`config.mk`:
```
export PLATFORM = sky130hd
export DESIGN_NAME = dmem_arbiter_flat
export DESIGN_NICKNAME = d
export VERILOG_FILES = /design/src/rtl/dmem_arbiter_if.sv /design/src/rtl/dmem_arbiter.sv /design/src/flat_wrapper.sv
export SDC_FILE = /design/constraint.sdc
export NUM_CORES = 1
export LEC_CHECK = 0
export BUFFER_PORTS_ARGS = -buffer_cell sky130_fd_sc_hd__clkbuf_2
export CAP_MARGIN = 20
export CORE_AREA = 2 2 117 119
export CTS_CLUSTER_DIAMETER = 50
export DETAILED_ROUTE_END_ITERATION = 10
export DIE_AREA = 0 0 119 121
export HOLD_SLACK_MARGIN = 0.08
export MAX_ROUTING_LAYER = met4
export REMOVE_ABC_BUFFERS = 1
export SETUP_SLACK_MARGIN = 0.05
export SLEW_MARGIN = 20
export SYNTH_ARGS = -nofsm -noshare
export SYNTH_HDL_FRONTEND = slang
export SYNTH_SLANG_ARGS = --single-unit
```
`constraint.sdc`:
```
create_clock -name clk -period 4.2 [get_ports clk]
set_input_delay 0.84 -clock clk [delete_from_list [all_inputs] [get_ports clk]]
set_output_delay 0.84 -clock clk [all_outputs]
set_load 0.02 [all_outputs]
```
`src/rtl/dmem_arbiter_if.sv`:
```
// Bus bundle between the two data-memory requesters, the arbiter and data_ram port A.
//   Port 0 (CPU MEM stage):   req0, wen0, addr0, wdata0 -> gnt0, rvalid0, rdata0
//   Port 1 (debug/display):   req1, wen1, addr1, wdata1 -> gnt1, rvalid1, rdata1
//   RAM port A:               ram_wen, ram_addr, ram_wdata -> ram_rdata
// slave  : arbiter view
// master : requester/RAM environment view
interface dmem_arbiter_if #(
  parameter int unsigned ADDR_W = 32
);
  logic              req0;
  logic [3:0]        wen0;
  logic [ADDR_W-1:0] addr0;
  logic [31:0]       wdata0;
  logic              gnt0;
  logic              rvalid0;
  logic [31:0]       rdata0;

  logic              req1;
  logic [3:0]        wen1;
  logic [ADDR_W-1:0] addr1;
  logic [31:0]       wdata1;
  logic              gnt1;
  logic              rvalid1;
  logic [31:0]       rdata1;

  logic [3:0]        ram_wen;
  logic [7:0]        ram_addr;
  logic [31:0]       ram_wdata;
  logic [31:0]       ram_rdata;

  modport slave (
    input  req0, wen0, addr0, wdata0,
    input  req1, wen1, addr1, wdata1,
    input  ram_rdata,
    output gnt0, rvalid0, rdata0,
    output gnt1, rvalid1, rdata1,
    output ram_wen, ram_addr, ram_wdata
  );

  modport master (
    output req0, wen0, addr0, wdata0,
    output req1, wen1, addr1, wdata1,
    output ram_rdata,
    input  gnt0, rvalid0, rdata0,
    input  gnt1, rvalid1, rdata1,
    input  ram_wen, ram_addr, ram_wdata
  );
endinterface

```
`src/rtl/dmem_arbiter.sv`:
```
// Two-requester arbiter for the single-port synchronous data RAM.
// Fixed priority to the CPU (port 0); the debug port (port 1) is forced to win
// after STARVE_LIMIT consecutive denied cycles. Read data returns one cycle
// after the grant, steered to the port that issued the read.
// Ports:
//   clk          clock, rising edge
//   reset        asynchronous active-high reset
//   bus          requester/RAM bundle (dmem_arbiter_if.slave)
//   conflict_cnt saturating count of cycles with both requests pending
module dmem_arbiter #(
  parameter int unsigned ADDR_W       = 32,
  parameter int unsigned STARVE_LIMIT = 8,
  parameter int unsigned CNT_W        = 16
) (
  input  logic             clk,
  input  logic             reset,
  dmem_arbiter_if.slave    bus,
  output logic [CNT_W-1:0] conflict_cnt
);

  localparam int unsigned SC_W = $clog2(STARVE_LIMIT + 1);

  logic [SC_W-1:0] starve_cnt;
  logic            resp_vld;
  logic            resp_id;

  logic force1;
  logic gnt0_c;
  logic gnt1_c;
  logic rd_fire_c;

  // Grant: port 1 wins when alone or when starved; grants are held low in reset.
  always_comb begin
    force1 = (starve_cnt == SC_W'(STARVE_LIMIT));
    gnt1_c = !reset && bus.req1 && (force1 || !bus.req0);
    gnt0_c = !reset && bus.req0 && !gnt1_c;
  end

  assign bus.gnt0 = gnt0_c;
  assign bus.gnt1 = gnt1_c;

  // RAM drive mux: the granted port's access goes straight to the RAM this cycle.
  always_comb begin
    bus.ram_wen   = 4'h0;
    bus.ram_addr  = 8'h00;
    bus.ram_wdata = 32'h0;
    rd_fire_c     = 1'b0;
    if (gnt1_c) begin
      bus.ram_wen   = bus.wen1;
      bus.ram_addr  = bus.addr1[9:2];
      bus.ram_wdata = bus.wdata1;
      rd_fire_c     = (bus.wen1 == 4'h0);
    end else if (gnt0_c) begin
      bus.ram_wen   = bus.wen0;
      bus.ram_addr  = bus.addr0[9:2];
      bus.ram_wdata = bus.wdata0;
      rd_fire_c     = (bus.wen0 == 4'h0);
    end
  end

  // Starvation, response tag and conflict counter state.
  always_ff @(posedge clk or posedge reset) begin
    if (reset) begin
      starve_cnt   <= '0;
      resp_vld     <= 1'b0;
      resp_id      <= 1'b0;
      conflict_cnt <= '0;
    end else begin
      if (!bus.req1 || gnt1_c) begin
        starve_cnt <= '0;
      end else if (!force1) begin
        starve_cnt <= starve_cnt + SC_W'(1);
      end

      resp_vld <= rd_fire_c;
      if (rd_fire_c) begin
        resp_id <= gnt1_c;
      end

      if (bus.req0 && bus.req1 && (conflict_cnt != {CNT_W{1'b1}})) begin
        conflict_cnt <= conflict_cnt + CNT_W'(1);
      end
    end
  end

  // Read response: RAM output is passed through to the tagged port only.
  always_comb begin
    bus.rvalid0 = resp_vld && !resp_id;
    bus.rvalid1 = resp_vld && resp_id;
    bus.rdata0  = bus.rvalid0 ? bus.ram_rdata : 32'h0;
    bus.rdata1  = bus.rvalid1 ? bus.ram_rdata : 32'h0;
  end

  // Byte-offset and upper address bits do not select a RAM word.
  logic unused_addr_bits;
  assign unused_addr_bits = ^{bus.addr0[ADDR_W-1:10], bus.addr0[1:0],
                              bus.addr1[ADDR_W-1:10], bus.addr1[1:0]};

endmodule

```
`src/flat_wrapper.sv`:
```
// flat-port wrapper written by rule: the top's interface ports become plain ports
module dmem_arbiter_flat 
#(
  parameter int unsigned ADDR_W       = 32,
  parameter int unsigned STARVE_LIMIT = 8,
  parameter int unsigned CNT_W        = 16
)
  (clk, reset, conflict_cnt, bus_req0, bus_wen0, bus_addr0, bus_wdata0, bus_req1, bus_wen1, bus_addr1, bus_wdata1, bus_ram_rdata, bus_gnt0, bus_rvalid0, bus_rdata0, bus_gnt1, bus_rvalid1, bus_rdata1, bus_ram_wen, bus_ram_addr, bus_ram_wdata);
  dmem_arbiter_if #(.ADDR_W(ADDR_W)) bus_i ();
  input  logic clk;
  input  logic reset;
  output logic [CNT_W-1:0] conflict_cnt;
  input wire logic [$bits(bus_i.req0)-1:0] bus_req0;
  input wire logic [$bits(bus_i.wen0)-1:0] bus_wen0;
  input wire logic [$bits(bus_i.addr0)-1:0] bus_addr0;
  input wire logic [$bits(bus_i.wdata0)-1:0] bus_wdata0;
  input wire logic [$bits(bus_i.req1)-1:0] bus_req1;
  input wire logic [$bits(bus_i.wen1)-1:0] bus_wen1;
  input wire logic [$bits(bus_i.addr1)-1:0] bus_addr1;
  input wire logic [$bits(bus_i.wdata1)-1:0] bus_wdata1;
  input wire logic [$bits(bus_i.ram_rdata)-1:0] bus_ram_rdata;
  output wire logic [$bits(bus_i.gnt0)-1:0] bus_gnt0;
  output wire logic [$bits(bus_i.rvalid0)-1:0] bus_rvalid0;
  output wire logic [$bits(bus_i.rdata0)-1:0] bus_rdata0;
  output wire logic [$bits(bus_i.gnt1)-1:0] bus_gnt1;
  output wire logic [$bits(bus_i.rvalid1)-1:0] bus_rvalid1;
  output wire logic [$bits(bus_i.rdata1)-1:0] bus_rdata1;
  output wire logic [$bits(bus_i.ram_wen)-1:0] bus_ram_wen;
  output wire logic [$bits(bus_i.ram_addr)-1:0] bus_ram_addr;
  output wire logic [$bits(bus_i.ram_wdata)-1:0] bus_ram_wdata;
  assign bus_i.req0 = bus_req0;
  assign bus_i.wen0 = bus_wen0;
  assign bus_i.addr0 = bus_addr0;
  assign bus_i.wdata0 = bus_wdata0;
  assign bus_i.req1 = bus_req1;
  assign bus_i.wen1 = bus_wen1;
  assign bus_i.addr1 = bus_addr1;
  assign bus_i.wdata1 = bus_wdata1;
  assign bus_i.ram_rdata = bus_ram_rdata;
  assign bus_gnt0 = bus_i.gnt0;
  assign bus_rvalid0 = bus_i.rvalid0;
  assign bus_rdata0 = bus_i.rdata0;
  assign bus_gnt1 = bus_i.gnt1;
  assign bus_rvalid1 = bus_i.rvalid1;
  assign bus_rdata1 = bus_i.rdata1;
  assign bus_ram_wen = bus_i.ram_wen;
  assign bus_ram_addr = bus_i.ram_addr;
  assign bus_ram_wdata = bus_i.ram_wdata;
  dmem_arbiter #(.ADDR_W(ADDR_W), .STARVE_LIMIT(STARVE_LIMIT), .CNT_W(CNT_W)) u_core (.clk(clk), .reset(reset), .bus(bus_i), .conflict_cnt(conflict_cnt));
endmodule
```
; ---- Word-level counts from Yosys, hierarchy flattened
; Index checks and enable logic that the tools add are counted.
[word_totals]
ff_bits = 22
inputBits = 172
out_inout_bits = 128
word_cells = 38
[classes]
add_sub_neg = 2
n_eq_ne = 3
n_mux = 12
n_reduce_logical = 17
[ops]
columns = op, count
row1 = 2-to-1 mux 32 bit, 4
row2 = "adder 16 x 1 -> 16 bit, second input constant", 1
row3 = 2-to-1 mux 4 bit, 4
row4 = 2-to-1 mux 8 bit, 2
row5 = "!= test 16 bit, second input constant", 1
row6 = logical AND 1 bit, 8
row7 = logical NOT 4 bit, 2
row8 = logical NOT 1 bit, 5
row9 = "adder 4 x 1 -> 4 bit, second input constant", 1
row10 = "equality test 4 bit, second input constant", 1
row11 = logical OR 1 bit, 2
row12 = 2-to-1 mux 1 bit, 2
row13 = "!= test 2 bit, second input constant", 1

; ---- Logic depth before layout (Yosys ltp)
[logic_depth]
word_depth = 7
depth_mapped = 8
depth_no_buf = 6

; ---- Worst setup path before layout
; No wires, ideal clock.
[synth_timing]
path_type = input -> output
from = in reset
to = out bus_ram_wdata[24]
arrival_time_ps = 2321
required_time_ps = 3360
path_slack_ps = 1039
path_stages = 4
n_path_buf = 1
cell_sequence = inv_1 > o211a_1 > clkbuf_1 > a22o_1
[synth_via]
elab_chain_len = 7
word_cells_on_any_way = 8
classes_between = mux: 2 / reduce/logical: 6
[synth_rtl]
columns = item, line
row1 = start: declaration, flat_wrapper.sv:11  ; input logic reset;
row2 = logical NOT 1 bit *, dmem_arbiter.sv:35  ; gnt1_c = !reset && bus.req1 && (force1 || !bus.req0);
row3 = logical AND 1 bit * (2 in series), dmem_arbiter.sv:35
row4 = via bus_gnt1, flat_wrapper.sv:25  ; output wire logic [$bits(bus_i.gnt1)-1:0] bus_gnt1;
row5 = logical NOT 1 bit, dmem_arbiter.sv:36  ; gnt0_c = !reset && bus.req0 && !gnt1_c;
row6 = logical AND 1 bit, dmem_arbiter.sv:36
row7 = 2-to-1 mux 32 bit, dmem_arbiter.sv:53  ; end else if (gnt0_c) begin
row8 = 2-to-1 mux 32 bit *, dmem_arbiter.sv:48  ; if (gnt1_c) begin
row9 = end: declaration, flat_wrapper.sv:30  ; output wire logic [$bits(bus_i.ram_wdata)-1:0] bus_ram_wdata;
; The timed path passes the listed nets; every way through them passes the cells marked *.

; ---- Worst setup path after layout
[layout_timing]
from = reg u_core.starve_cnt[0]
to = out bus_ram_wdata[27]
[layout_via]
elab_chain_len = 7
[layout_rtl]
columns = item, line
row1 = start: declaration, dmem_arbiter.sv:23  ; logic [SC_W-1:0] starve_cnt;
row2 = start signal: assignment, dmem_arbiter.sv:72  ; starve_cnt <= starve_cnt + SC_W'(1);
row3 = equality test 4 bit *, dmem_arbiter.sv:34  ; force1 = (starve_cnt == SC_W'(STARVE_LIMIT));
row4 = logical OR 1 bit *, dmem_arbiter.sv:35
row5 = logical AND 1 bit *, dmem_arbiter.sv:35
row6 = logical NOT 1 bit, dmem_arbiter.sv:36
row7 = logical AND 1 bit, dmem_arbiter.sv:36
row8 = 2-to-1 mux 32 bit, dmem_arbiter.sv:53
row9 = 2-to-1 mux 32 bit *, dmem_arbiter.sv:48
; Every way passes the cells marked *; elsewhere a longest branch is shown, timed or not.

==> results <==
- Setup repair after global routing left no endpoint under its margin.
- For the pin with the worst max-slew slack, the measured transition is 0.819 ns.
- The count of cells in the finished layout, fillers not included, comes to 654.
- The post-synthesis xor/xnor area fraction is 4.64%.
- In this run the static leakage power is 2.17 nW.
- The number of warnings issued by yosys is 0.
- The placement row count is 42.
- The total count of max-transition violations in the final report is 0.
- The sink count of the clock tree is 22.
- The cell count of the worst hold path is 1.
- The number of setup buffers added after CTS is 0.
- In this run, distinct cell masters in the synthesized netlist total 36.
- The area of the mapped netlist is 2080 um2.
- The count of nets left with antenna violations after detail routing is 0.
- The final total negative setup slack is 0 ns.
- At the end of routability-driven placement, the weighted congestion stood at 0.812.
- The peak supply drop is 0.124 mV.
- The maximum number of pins on one net before global-route repair is 40.
- The number of placed cells counting well taps is 650.
- The critical register-to-register path startpoint is u_core.starve_cnt[0].
- The maximum buffer depth of the clock tree is 2.
- The slowest stage of the critical path belongs to the cell sky130_fd_sc_hd__a211oi_4.
- STA puts the critical path data required time at 3.36 ns.
- After detailed routing, the number of vias per cell comes to 4.24.
- Setup violations remaining at the end of the flow were counted as 0.
- The CTS tree is yes.
- The first detailed-routing pass ran for 4 iterations.
- 0 antenna diodes ended up in the layout.
- The combinational family with the most area after synthesis is simple AND/OR/NAND/NOR gates.
- The wire-length estimate of the detail-placed layout is 6880 um.
- In this design, the stage delay of the slowest critical-path cell is 0.53 ns.
- The type of element launching the critical path is a flip-flop.
- The filler cells instantiated in the layout total 1415.
- At the end of the flow, the number of nets in the layout was 654.
- In the global route stage, overall resource usage came out at 11.1%.
- The type of the worst min-delay path is reg -> reg.
- The via count of the first global-routing pass is 2605.
- For this configuration, the core starts out at a cell density of 15.9%.
- The per-cell routed wire length is 12.5 um.
- For this run, design rule violations remaining after detail routing come to 0.
- The first global-routing pass estimated 12600 um of wire.
- The post-route core utilization is 27.3%.
- The average instance area after synthesis is 8.80 um2.
- The achievable clock frequency is 314 MHz.
- Clock tree synthesis selected as its root buffer the cell sky130_fd_sc_hd__clkbuf_16.
- The area of all placed cells without fillers is 3570 um2.
- The data arrival time of the worst path is 2.34 ns.
- The main flop type after synthesis is sky130_fd_sc_hd__dfrtp_1.
- Multiplexer cells account for 2.59% of the synthesized area.
- The hold violation count in the final report was 0.
- In this run, the number of DRC markers left after iteration 0 of detailed routing was 87.
- Hold repair after CTS inserted 0 buffers.
- The area fraction in compound gates after synthesis is 23.3%.
- The async set-or-reset flop fraction in the synthesized netlist is 100%.
- For the worst-skew pair, the clock arrives at the later sink with an insertion delay of 0.26 ns.
- The die span in x is 119 um.
- 300 I/O pins were placed.
- In the layout the commonest cells are sky130_fd_sc_hd__clkbuf_2, sky130_fd_sc_hd__a22o_1, sky130_fd_sc_hd__and2_1, sky130_fd_sc_hd__and3_1, sky130_fd_sc_hd__dfrtp_1.
- The synthesized design contains 0 enable-type register cells.
- The count of state elements after synthesis is 22.
- The area inside the core boundary is 13100 um2.
- The placed instance area is 3480 um2.
- In this run the worst setup path begins at u_core.starve_cnt[0].
- The CTS buffer count is 3.
- The max-capacitance violation count is 0.
- Of the cells placed in the final design, the portion with a size suffix greater than 1 is 56.5%.
- During placement, the flow inserted port buffers numbering 251.
- In this run the power density over the cells is 253 nW/um2.
- The number of antenna violations at the first check in global routing is 0.
- The total detailed-routing wirelength is 8180 um.
- For the worst flop-to-flop path, the logic depth is 6.
- Global routing finished with a remaining overflow of 0.
- The largest fanout on the critical path is 39.
- The worst-case headroom to the max-slew limit is 45.4%.
- The startpoint identified for the worst hold timing path is u_core.conflict_cnt[0].
- The die boundary height is 121 um.
- The area added between synthesis and finish is 71.7%.
- The kind of critical path is reg -> out.
- The die outline area is 14400 um2.
- The share of the Yosys chip area taken by registers is 26.5%.
- Dividing the final minimum period by the clock period gives 75.7%.
- The number of gates resized after CTS is 0.
- The sort of element at the end of the critical path is a primary output.
- The power after layout is 0.901 mW.
- The post-synthesis share of cell area spent on and, or, nand and nor gates is 33.7%.
- The number of H-tree levels is 1.
- The critical path goes through inv_1, ha_1, and3b_1, a211oi_4, buf_12, a22o_1, clkbuf_2.
- The overall via count from detail_route is 2770.
- The adder-cell area share of the yosys netlist is 1.81%.
- The most frequent standard cell in the layout excluding fill and tap cells is sky130_fd_sc_hd__clkbuf_2.
- The clock input transition at the sequential cells of the worst setup and hold paths is 0.06 ns.
- The post-route minimum period is 3.18 ns.
- The flow ran to the end, and the final reports show no timing, DRC or antenna violations.
- Counting every instance in the synthesized netlist gives 236.
- The worst clock skew on the final layout is 0.00142 ns.
==> Yosys cell counts, types with 2 or more instances <==
cell | n | area share (%)
sky130_fd_sc_hd__nor3_1 | 5 | 1.2
sky130_fd_sc_hd__nand4_1 | 3 | 0.90
sky130_fd_sc_hd__inv_1 | 6 | 1.1
sky130_fd_sc_hd__clkbuf_1 | 10 | 1.8
sky130_fd_sc_hd__and2_1 | 34 | 10
sky130_fd_sc_hd__dfrtp_1 | 22 | 27
sky130_fd_sc_hd__xor2_1 | 8 | 3.4
sky130_fd_sc_hd__mux2i_1 | 2 | 0.96
sky130_fd_sc_hd__ha_1 | 3 | 1.8
sky130_fd_sc_hd__a21oi_1 | 3 | 0.72
sky130_fd_sc_hd__mux2_2 | 3 | 1.6
sky130_fd_sc_hd__nor4_1 | 5 | 1.5
sky130_fd_sc_hd__nand3_1 | 4 | 0.96
sky130_fd_sc_hd__a22o_1 | 45 | 19
sky130_fd_sc_hd__nand2_1 | 9 | 1.6
sky130_fd_sc_hd__buf_6 | 8 | 4.3
sky130_fd_sc_hd__a41oi_1 | 2 | 0.84
sky130_fd_sc_hd__xnor2_1 | 3 | 1.3
sky130_fd_sc_hd__and3_1 | 33 | 9.9
sky130_fd_sc_hd__a31oi_1 | 2 | 0.60
sky130_fd_sc_hd__nor2_1 | 11 | 2.0
==> sequential cells by signal, indices dropped and copies added, names as in the netlist <==
signal               flops
u_core.resp_vld          1
u_core.starve_cnt        4
u_core.conflict_cnt     16
u_core.resp_id           1
==> per-layer routing <==
layer	track usage [%]	up-vias	part of all wire (%)
met1	11.8	1232	39
met3	2.16	5	9.2
met4	1.79	0	0.66
li1	-	1364	-
met5	-	-	0
met2	21.5	169	51
==> where the power goes <==
part	leakage, nW	internal, mW	switching [mW]	total (mW)
Sequential	0.281	0.252	0.0728	0.324
Clock	0.0442	0.146	0.0792	0.225
Combinational	1.84	0.151	0.201	0.352
Total	2.17	0.548	0.353	0.901
==> logic make-up after synthesis <==
logic type / Yosys count
xor gates and xnor gates: 11
AOI/OAI and AO/OA: 56
buffers and inverters: 25
and+or+nand+nor: 114
DFF: 22
adders and majority gates: 3
muxes: 5
==> worst paths after layout <==
| kind | end | slack [ns] |
|---|---|---|
| min | u_core.conflict_cnt[0] | 0.53 |
| max | bus_ram_wdata[27] | 1.02 |
| min in group asynchronous | u_core.starve_cnt[2] | 0.67 |
| min reg2reg | u_core.conflict_cnt[0] | 0.53 |
| max reg2reg | u_core.resp_id | 2.31 |
| max in group asynchronous | u_core.conflict_cnt[13] | 3.31 |
==> worst max-delay path: cells and delay by family, from the launching register on <==
kind,cells,cell delay [ns]
AO/OA/AOI/OAI,2,0.73
buffers and inverters,3,0.52
AND/OR/NAND/NOR,1,0.25
adder cells (fa/ha/maj),1,0.19
flip-flops,1,0.37
==> cell type report <==
| class | instances | area (um2) | share of cell area, % |
|---|---|---|---|
| Tap cell | 176 | 220 | 6.17 |
| Multi-Input combinational cell | 189 | 1370 | 38.4 |
| Inverter | 6 | 22.5 | 0.631 |
| Sequential cell | 22 | 551 | 15.4 |
| Clock buffer | 4 | 88.8 | 2.49 |
| Timing Repair Buffer | 257 | 1310 | 36.8 |
==> per-stage QoR <==
step	hold slack [ns]	setup slack [ns]
finish	0.528	1.02
global route	0.560	0.845
CTS	0.529	0.934
detailed placement	0.517	1.12
global placement	0.515	1.12
floorplan	0.498	0.631
(Power assumes the default switching activity.)
